`src/rtl/max_pkg.sv`:
```
// Shared definitions for the max-reduce controller: FSM encoding and default sizes.
package max_pkg;

   localparam int DEF_WIDTH = 8;
   localparam int DEF_IDX_W = 4;

   typedef enum logic [1:0] {
      ST_IDLE = 2'd0,
      ST_ACC  = 2'd1,
      ST_HOLD = 2'd2
   } state_t;

endpackage

```
`src/rtl/max_cmp_sel.sv`:
```
// Combinational unsigned compare-select: reports a > b (strict) and forwards the larger value.
module max_cmp_sel #(
   parameter int WIDTH = 8
) (
   input  logic [WIDTH-1:0] a,
   input  logic [WIDTH-1:0] b,
   output logic             gt,
   output logic [WIDTH-1:0] sel
);

   // Strict compare so that on a tie b (the incumbent) is kept.
   assign gt  = (a > b);
   assign sel = gt ? a : b;

endmodule

```
`src/rtl/max_reduce_ctrl.sv`:
```
// Frame max-reduction controller: tracks max value, its first position, beat count and overflow.
// Handshake: a beat/result transfers on a rising edge where valid and ready are both 1.
module max_reduce_ctrl
   import max_pkg::*;
#(
   parameter int WIDTH = DEF_WIDTH,
   parameter int IDX_W = DEF_IDX_W
) (
   input  logic             clk,
   input  logic             rst_n,
   input  logic             in_valid,
   output logic             in_ready,
   input  logic [WIDTH-1:0] in_data,
   input  logic             in_last,
   output logic             out_valid,
   input  logic             out_ready,
   output logic [WIDTH-1:0] out_max,
   output logic [IDX_W-1:0] out_idx,
   output logic [IDX_W:0]   out_count,
   output logic             out_ovf,
   output logic [1:0]       o_dbg_state
);

   localparam logic [IDX_W:0] CNT_MAX = {1'b1, {IDX_W{1'b0}}};
   localparam logic [IDX_W:0] CNT_ONE = {{IDX_W{1'b0}}, 1'b1};

   state_t             r_state;
   logic [WIDTH-1:0]   r_max;
   logic [IDX_W-1:0]   r_idx;
   logic [IDX_W:0]     r_count;
   logic               r_ovf;
   logic               r_out_valid;

   logic               w_ready;
   logic               w_accept;
   logic               w_sat;
   logic               w_gt;
   logic [WIDTH-1:0]   w_sel;
   logic [IDX_W-1:0]   w_beat_idx;

   assign w_ready  = rst_n && (r_state != ST_HOLD);
   assign w_accept = in_valid && w_ready;
   assign w_sat    = (r_count == CNT_MAX);

   // Beats past capacity have no representable position; they report the last slot.
   assign w_beat_idx = w_sat ? {IDX_W{1'b1}} : r_count[IDX_W-1:0];

   max_cmp_sel #(
      .WIDTH (WIDTH)
   ) u_cmp (
      .a   (in_data),
      .b   (r_max),
      .gt  (w_gt),
      .sel (w_sel)
   );

   always_ff @(posedge clk) begin
      if (!rst_n) begin
         r_state     <= ST_IDLE;
         r_max       <= '0;
         r_idx       <= '0;
         r_count     <= '0;
         r_ovf       <= 1'b0;
         r_out_valid <= 1'b0;
      end else begin
         case (r_state)
            ST_IDLE: begin
               if (w_accept) begin
                  r_max   <= in_data;
                  r_idx   <= '0;
                  r_count <= CNT_ONE;
                  r_ovf   <= 1'b0;
                  if (in_last) begin
                     r_state     <= ST_HOLD;
                     r_out_valid <= 1'b1;
                  end else begin
                     r_state <= ST_ACC;
                  end
               end
            end
            ST_ACC: begin
               if (w_accept) begin
                  if (w_gt) begin
                     r_max <= w_sel;
                     r_idx <= w_beat_idx;
                  end
                  if (w_sat) begin
                     r_ovf <= 1'b1;
                  end else begin
                     r_count <= r_count + CNT_ONE;
                  end
                  if (in_last) begin
                     r_state     <= ST_HOLD;
                     r_out_valid <= 1'b1;
                  end
               end
            end
            ST_HOLD: begin
               // Result registers are left untouched so they persist into IDLE.
               if (out_ready) begin
                  r_state     <= ST_IDLE;
                  r_out_valid <= 1'b0;
               end
            end
            default: begin
               r_state     <= ST_IDLE;
               r_out_valid <= 1'b0;
            end
         endcase
      end
   end

   assign in_ready    = w_ready;
   assign out_valid   = r_out_valid;
   assign out_max     = r_max;
   assign out_idx     = r_idx;
   assign out_count   = r_count;
   assign out_ovf     = r_ovf;
   assign o_dbg_state = r_state;

endmodule
```
`config.mk`:
```
export PLATFORM = sky130hd
export DESIGN_NAME = max_reduce_ctrl
export DESIGN_NICKNAME = d
export VERILOG_FILES = /design/src/rtl/max_pkg.sv /design/src/rtl/max_cmp_sel.sv /design/src/rtl/max_reduce_ctrl.sv
export SDC_FILE = /design/constraint.sdc
export NUM_CORES = 1
export LEC_CHECK = 0
export ABC_AREA = 1
export ABC_CLOCK_PERIOD_IN_PS = 2400
export BUFFER_PORTS_ARGS = -buffer_cell sky130_fd_sc_hd__buf_2
export CAP_MARGIN = 20
export CORE_UTILIZATION = 53
export CTS_CLUSTER_DIAMETER = 60
export DETAILED_ROUTE_END_ITERATION = 12
export PLACE_DENSITY = 0.79
export SYNTH_ARGS = -nofsm -noshare
export SYNTH_HDL_FRONTEND = slang
export SYNTH_HIERARCHICAL = 1
export SYNTH_SLANG_ARGS = --single-unit
```
`constraint.sdc`:
```
create_clock -name clk -period 2.4 [get_ports clk]
set_input_delay 0.24 -clock clk [delete_from_list [all_inputs] [get_ports clk]]
set_output_delay 0.24 -clock clk [all_outputs]
set_load 0.02 [all_outputs]
```
* Word level (Yosys, flattened, before mapping) *
Cells that the tools add are included.

word-level totals
  output and inout port bits = 22
  register bits = 21
  input port bits = 13
  word-level logic and storage cells = 58

cells by class
  $lt $le $gt $ge = 1
  add/sub/neg operators = 1
  eq/ne operators = 13
  reductions and logical operators = 10
  multiplexer cells = 27

operators by type and width
  operator             number
  $mux 8               3
  $mux 4               4
  $pmux 8 s2           1
  $reduce_and 4->1     4
  $mux 5               3
  $ne 2x2->1 const B   7
  $mux 2               5
  $pmux 5 s2           1
  $gt 8x8->1           1
  $pmux 4 s2           1
  $mux 1               6
  $ne 2x1->1 const B   3
  $pmux 2 s3           1
  $add 5x1->5 const B  1
  $eq 5x5->1 const B   1
  $pmux 1 s2           2
  $reduce_and 3->1     1
  $eq 2x1->1 const B   1
  $eq 2x2->1 const B   1
  $logic_and 1x1->1    2
  $logic_not 2->1      1
  $reduce_bool 2->1    1
  $reduce_or 2->1      1

* Longest topological paths before layout *
Gate-level depths: netlist of run 1.

  depth after elaboration = 5
  depth in mapped cells = 17
  mapped depth without buffers = 16

* Hierarchy *
Netlist of run 1, hierarchy kept.

by module, submodules not included
  module           instances  seq. area each (µm²)  area an instance (µm²)  cells each
  max_reduce_ctrl  1          420.4                 1106.1                  166
  max_cmp_sel      1          0.0                   370.4                   61

* Worst setup path after synthesis of run 1 *
No wires, ideal clock.

  path kind = register -> register
  from = reg r_max[7] (netlist: out_max[7])
  to = reg r_max[0] (netlist: out_max[0])
  path buffers = 1
  period minus slack after synthesis = 2.021 ns
  arrival time = 1.905 ns
  required time = 2.284 ns
  stages on the path, launching flop included = 13
  library setup time = 0.116 ns
  path slack = 0.379 ns
  path through = dfxtp_1 inv_1 ha_1 a21o_1 nor2_4 nand2_4 nand2_4 inv_1 nor2_1 nor2_4 buf_6 o21ai_0 nor2_1

between the ends
  word-level cells in the longest chain between the ends = 3

RTL lines
  what                               RTL line               RTL
  from (decl)                        max_reduce_ctrl.sv:28  logic [WIDTH-1:0] r_max;
  from (signal assigned)             max_reduce_ctrl.sv:69  r_max <= in_data;
  from (signal assigned)             max_reduce_ctrl.sv:84  r_max <= w_sel;
  $gt 8x8->1                         max_cmp_sel.sv:12      assign gt = (a > b);
  via w_gt                           max_reduce_ctrl.sv:37  logic w_gt;
  $ne 2x1->1 (no source line)        --
  $reduce_and 4->1 (no source line)  --

The timed path passes the listed nets, and every way through them passes these cells.
A chain may end at the register's enable or synchronous reset.

* Worst setup path after layout of run 1 *
  from = reg r_max[7] (netlist: out_max[7])
  to = reg r_idx[0] (netlist: out_idx[0])

between the ends
  word-level cells in the longest chain between the ends = 3

RTL lines
  what                               RTL line               RTL
  $gt 8x8->1                         max_cmp_sel.sv:12
  via w_gt                           max_reduce_ctrl.sv:37
  $ne 2x1->1 (no source line)        --
  $reduce_and 4->1 (no source line)  --
  to (signal assigned)               max_reduce_ctrl.sv:85  r_idx <= w_beat_idx;
  to (decl)                          max_reduce_ctrl.sv:29  logic [IDX_W-1:0] r_idx;

The timed path passes the listed nets, and every way through them passes these cells.

==> impl_metrics.yaml, run 1 <==
floorplanning:
  die_w_um: 54.8
  start_util_pct: 58.0
  rows: 18
  io_pins: 35
  coreArea_um2: 2540
  dieHeight_um: 54.8
  die_area_um2: 3000
clock_network:
  cts_hold_buffers: 0
  clock_latency_ns: 0.31
  post-cts-setup-buffers: 0
  cts.htree.levels: 1
  cts.sinks: 21
  cts_made_buffers: 3
  ctsRootBufferMaster: "clkbuf_4"
  clkTransAtPathRegs_ns: 0.11
  post_cts_resize_count: 0
  clock_path_buffers: 2
  cts_tree: "done"
min_path:
  worst_hold_path_type: "primary input to flop"
  min_from: "in_last"
logic_synthesis:
  yosysSeqAreaShare_pct: 28.5
  yosysMostFrequentCell: "nand2_1"
  synthesis.instances: 227
  synth_area_leaders: "dfxtp_1 (28%), nand2_1 (19%), ha_1 (8.5%)"
  avgSynthCellArea_um2: 6.50
  synth_area_um2: 1480
  post_synth_num_cell_types: 20
  yosys-top-cells-count: "nand2_1 (73), nor2_1 (33), inv_1 (24), dfxtp_1 (21), nand3_1 (16)"
  netlist.area_leader.share_pct: 28.5
  synth_warnings: 6
  ys_seq_elements: 21
  synth_edf_count: 0
  syn_nets: 250
  ys.flop_type: "dfxtp_1"
  async_flop_share_pct: 0
  yosys.area.top_type: "dfxtp_1"
timing:
  max_freq_mhz: 462
  hold_violations: 0
  tightest_slew_ns: 0.371
  fin_skew_ns: 0.00812
  setup_viol: 0
  maxSlewViolCount: 0
  fin_crit_sh_pct: 90.1
  grt_setup_unrepaired: "false"
  setup_tns_ns: 0
  setup_slack_ns: 0.237
  period_needed_ns: 2.16
  max-slew-margin-rel_pct: 75.3
global_routing:
  antenna_found_initial: 0
  grt.overflow.total: 0
  grt_use_total_pct: 22.8
  grt_pass1_vias: 1205
  grt_max_degree: 22
  grt_first_pass_wirelength_um: 4970
place:
  pre_cts_slack_ns: 0.251
  placed_area_um2: 1650
  post-dp-hpwl_um: 2360
  globalplace.congestion: 0.848
  io_buffers: 34
route:
  vias: 1443
  via_per_inst: 4.96
  wire_per_inst_um: 10.8
  drc: 0
  dr.pass1.iters: 4
  drt_iter0_markers: 59
  wirelength_um: 3130
  ant_nets: 0
pwr:
  max-vdd-ir-drop_mv: 0.503
  power_density_nw_per_um2: 489
  p_leak_nw: 0.914
critical_path:
  cp_max_fo: 13
  criticalPathCategory: "flop to flop"
  required_ns: 2.61
  worstReg2RegStart: "out_max[7]"
  arrival_ns: 2.38
  cp-startpoint: "out_max[7]"
  startpoint_type: "flop"
  endpoint_kind: "flop"
layout:
  fin_nets: 285
  fin_util_pct: 65.8
  drive_above_1_share_pct: 21.8
  diodes: 0
  area_growth_pct: 13.4
  postLayoutCellArea_um2: 1670
  nFillCells: 252
run:
  maxCapViolCount: 0
outcome:
  outcome: "complete, no violations"
==> logic make-up (layout without fill, tap and decap cells) <==
group / Yosys count / count (layout) / share of synthesized area [%]
simple gates: 137 / 137 / 43.6
buf+inv: 33 / 67 / 10.1
compound gates: 26 / 26 / 9.32
flops: 21 / 21 / 28.5
fa+ha+maj: 10 / 10 / 8.47
==> power breakdown <==
part	switching [mW]	internal [mW]
Clock	0.103	0.0649
Combinational	0.170	0.0900
Sequential	0.0221	0.369
==> metrics by stage <==
| step | total power [mW] | cells | hold slack, ns |
|---|---|---|---|
| after floorplan | 0.594 | 227 | 0.412 |
| after global placement | 0.656 | 287 | 0.439 |
| after detailed placement | 0.657 | 287 | 0.443 |
| after CTS | 0.824 | 291 | 0.224 |
| after global routing | 0.876 | 291 | 0.231 |
| final | 0.819 | 291 | 0.224 |
==> state kept, by name, indices dropped and copies added, names as in the netlist <==
name	cells
o_dbg_state	2
out_count	5
out_idx	4
out_max	8
out_ovf	1
out_valid	1
==> layout make-up <==
| cell class | instances | area, um^2 | share of cell area, % |
|---|---|---|---|
| well taps | 30 | 37.5 | 2.24 |
| clock buffers | 4 | 26.3 | 1.57 |
| multi-input cells | 173 | 907 | 54.2 |
| repair buffers | 35 | 178 | 10.6 |
| flip-flops and latches | 21 | 420 | 25.1 |
| inverters | 28 | 105 | 6.28 |
==> critical path: stages (launching register included) <==
cell     delay, ns
dfxtp_1       0.43
inv_1         0.06
ha_1          0.30
nand2_2       0.08
nor2_4        0.14
nand2_1       0.10
nand2_4       0.12
nand2_4       0.10
inv_1         0.06
nor2_1        0.06
nor2_4        0.24
inv_2         0.17
a21oi_1       0.15
nor2_1        0.05
==> cell usage in the layout, fill, tap and decap left out <==
cell and n:
buf_2 34, a21oi_2 1, inv_2 4, nand2_1 73, a21oi_1 11, ha_1 10, nand4_4 1, nor2_4 4
buf_4 1, nand2_4 3, a21o_1 1, inv_1 24, dfxtp_1 21, nor2_1 33, nand2_2 4, o22ai_1 1
clkbuf_1 1, nand4_1 1, nand3_1 16, clkbuf_4 3, o21ai_0 12, nand3_4 2
==> worst paths after layout <==
| kind | slack [ns] | depth (start not counted) | to |
|---|---|---|---|
| worst max-delay path | 0.24 | 13 | out_idx[0] |
| worst min-delay path | 0.22 | 3 | o_dbg_state[1] |
| worst max register to register | 0.24 | 13 | out_idx[0] |
| worst min register to register | 0.46 | 2 | out_valid |
==> per-layer routing <==
layer / share of wire, % / vias up / GRT usage, %
li1: - / 780 / -
met1: 50 / 613 / 30.2
met2: 43 / 48 / 36.3
met3: 6.4 / 2 / 6.39
met4: 0.38 / 0 / 4.70
met5: 0 / - / 0
Note: power is estimated with default switching activity, not from simulation.
==> inputs of run 2 (changes only) <==
--- a/config.mk
+++ b/config.mk
@@ -5,14 +5,14 @@
 export SDC_FILE = /design/constraint.sdc
 export NUM_CORES = 1
 export LEC_CHECK = 0
-export ABC_AREA = 1
 export ABC_CLOCK_PERIOD_IN_PS = 2400
 export BUFFER_PORTS_ARGS = -buffer_cell sky130_fd_sc_hd__buf_2
 export CAP_MARGIN = 20
-export CORE_UTILIZATION = 53
+export CORE_UTILIZATION = 55
 export CTS_CLUSTER_DIAMETER = 60
 export DETAILED_ROUTE_END_ITERATION = 12
-export PLACE_DENSITY = 0.79
+export PLACE_DENSITY = 0.8
+export REMOVE_ABC_BUFFERS = 1
 export SYNTH_ARGS = -nofsm -noshare
 export SYNTH_HDL_FRONTEND = slang
 export SYNTH_HIERARCHICAL = 1
==> impl_metrics.yaml, run 2 <==
logic_synthesis:
  netlist.area_leader.share_pct: 24.6
  synthesis.instances: 186
  ys_seq_elements: 21
  yosysMostFrequentCell: "dfxtp_1"
  avgSynthCellArea_um2: 9.20
  ys.flop_type: "dfxtp_1"
  yosys-top-cells-count: "dfxtp_1 (21), nor2_1 (18), nor3_1 (16), inv_1 (13), ha_1 (10)"
  synth_area_leaders: "dfxtp_1 (25%), a2111oi_4 (13%), ha_1 (7.3%)"
  synth_area_um2: 1710
  yosysSeqAreaShare_pct: 24.6
  synth_warnings: 6
  post_synth_num_cell_types: 50
  async_flop_share_pct: 0
  synth_edf_count: 0
  yosys.area.top_type: "dfxtp_1"
critical_path:
  cpMaxStageDelayCell: "dfxtp_1"
  arrival_ns: 2.52
  slowest_delay_ns: 0.36
  required_ns: 2.63
  cp_max_fo: 8
  crit_buf_inv: 2
  criticalPathCategory: "flop to flop"
  path_delay_family: "compound AO/OA/AOI/OAI gates"
  crit_chain: "inv_1 > ha_1 > and4_1 > a211oi_2 > a31o_4 > buf_4 > a2111oi_4 > mux2i_1 > o21ai_0"
  endpoint_kind: "flop"
  startpoint_type: "flop"
clock_network:
  clock_path_buffers: 2
  ctsRootBufferMaster: "clkbuf_4"
  cts_hold_buffers: 0
  clock_latency_ns: 0.30
  cts_made_buffers: 3
  cts_tree: "done"
  post-cts-setup-buffers: 0
  clkTransAtPathRegs_ns: 0.11
  cts.htree.levels: 1
  cts.sinks: 21
  post_cts_resize_count: 0
pwr:
  power_density_nw_per_um2: 504
  combPwrFrac_pct: 44.2
  p_switching_mw: 0.364
  seqPwrFrac_pct: 39.1
  p_leak_nw: 0.809
  internal_power_mw: 0.631
  clkPwrFrac_pct: 16.8
  max-vdd-ir-drop_mv: 0.234
  power_mw: 0.996
  sw_frac_of_total_pct: 36.6
outcome:
  outcome: "complete, but fails checks"
  failed_checks: "design-rule violations"
timing:
  fin_crit_sh_pct: 95.7
  fin_skew_ns: 0.000892
  hold_violations: 0
  tightest_slew_ns: 0.570
  grt_setup_unrepaired: "false"
  period_needed_ns: 2.30
  hold_ws_ns: 0.248
  maxSlewViolCount: 0
  max-slew-margin-rel_pct: 61.7
  setup_tns_ns: 0
  max_freq_mhz: 435
  setup_viol: 0
route:
  wirelength_um: 4190
  dr.pass1.iters: 8
  drc: 2
  drt_iter0_markers: 90
  ant_nets: 0
  via_per_inst: 6.35
  vias: 1626
  wire_per_inst_um: 16.4
layout:
  final_cell_mix: "buf_2 (34), dfxtp_1 (20), nor2_1 (17), nor3_1 (16), inv_1 (13)"
  seqCellArea_um2: 422
  final_common_cell: "buf_2"
  fin_nets: 249
  largest_reg_flops: 8
  area_growth_pct: 15.6
  drive_above_1_share_pct: 31.6
  final_cells: 256
  nFillCells: 248
  diodes: 0
  multi_input_area_um2: 1200
place:
  io_buffers: 34
  place_inst: 252
  post-dp-hpwl_um: 3210
  globalplace.congestion: 0.885
global_routing:
  antenna_found_initial: 0
  grt_max_degree: 26
  grt_first_pass_wirelength_um: 7020
  grt.overflow.total: 0
  grt_pass1_vias: 1515
  grt_use_total_pct: 26.8
floorplanning:
  die_w_um: 57.8
  dieHeight_um: 57.8
  die_area_um2: 3340
  coreArea_um2: 2850
  start_util_pct: 60.0
  io_pins: 35
  rows: 19
run:
  maxCapViolCount: 0
min_path:
  worst_hold_path_type: "primary input to flop"
## run 2: final timing paths
check	from	end	slack, ns	cells past startpoint
setup / recovery	out_max[6]	out_max[2]	0.10	9
hold / removal	in_last	o_dbg_state[0]	0.25	3
setup reg to reg	out_max[6]	out_max[2]	0.10	9
hold reg to reg	out_idx[0]	out_idx[0]	0.47	1
## run 2: metal layers
metal	share of wire [%]	wire length, um	global-route usage, %	vias to the layer above
li1	-	-	-	777
met1	44	1840	32.5	801
met2	52	2190	48.8	42
met3	2.4	102	2.23	6
met4	1.4	59	10.9	0
met5	0	0	0	-
## run 2: worst register-to-register path, stage by stage (launching register included)
cell	delay, ns
dfxtp_1	0.36
inv_1	0.09
ha_1	0.34
and4_1	0.28
a211oi_2	0.06
a31o_4	0.21
buf_4	0.21
a2111oi_4	0.36
mux2i_1	0.14
o21ai_0	0.18
## run 2: per-stage QoR
step	utilization (%)	worst slack [ns]	area, um^2
global route	69.3	0.00568	1980
floorplan	-	-0.254	1660
finish	69.3	0.103	1980
CTS	69.0	0.0846	1970
detailed placement	68.1	0.105	1940
global placement	68.1	0.196	1940
## run 2: cells by family after synthesis
logic type | count (synthesis) | synth area share [%]
AO/OA/AOI/OAI | 47 | 30.1
adder cells (fa/ha/maj) | 10 | 7.32
buffers and inverters | 22 | 5.92
flip-flops | 21 | 24.6
multiplexers | 8 | 4.68
AND/OR/NAND/NOR | 78 | 27.4
## run 2: power groups by stage
| stage | clock [mW] | sequential, mW | combinational, mW |
|---|---|---|---|
| 5_1_grt | 0.193 | 0.393 | 0.469 |
| 2_1_floorplan | 0 | 0.420 | 0.282 |
| 3_3_place_gp | 0 | 0.395 | 0.414 |
| 3_5_place_dp | 0 | 0.396 | 0.429 |
| 4_1_cts | 0.172 | 0.388 | 0.430 |
| 6_report | 0.167 | 0.389 | 0.440 |
## run 2: cell type report
type | count | share of cell area (%)
Inverter | 13 | 2.47
Multi-Input combinational cell | 143 | 60.5
Sequential cell | 21 | 21.3
Clock buffer | 4 | 1.33
Tap cell | 31 | 1.96
Timing Repair Buffer | 44 | 12.4
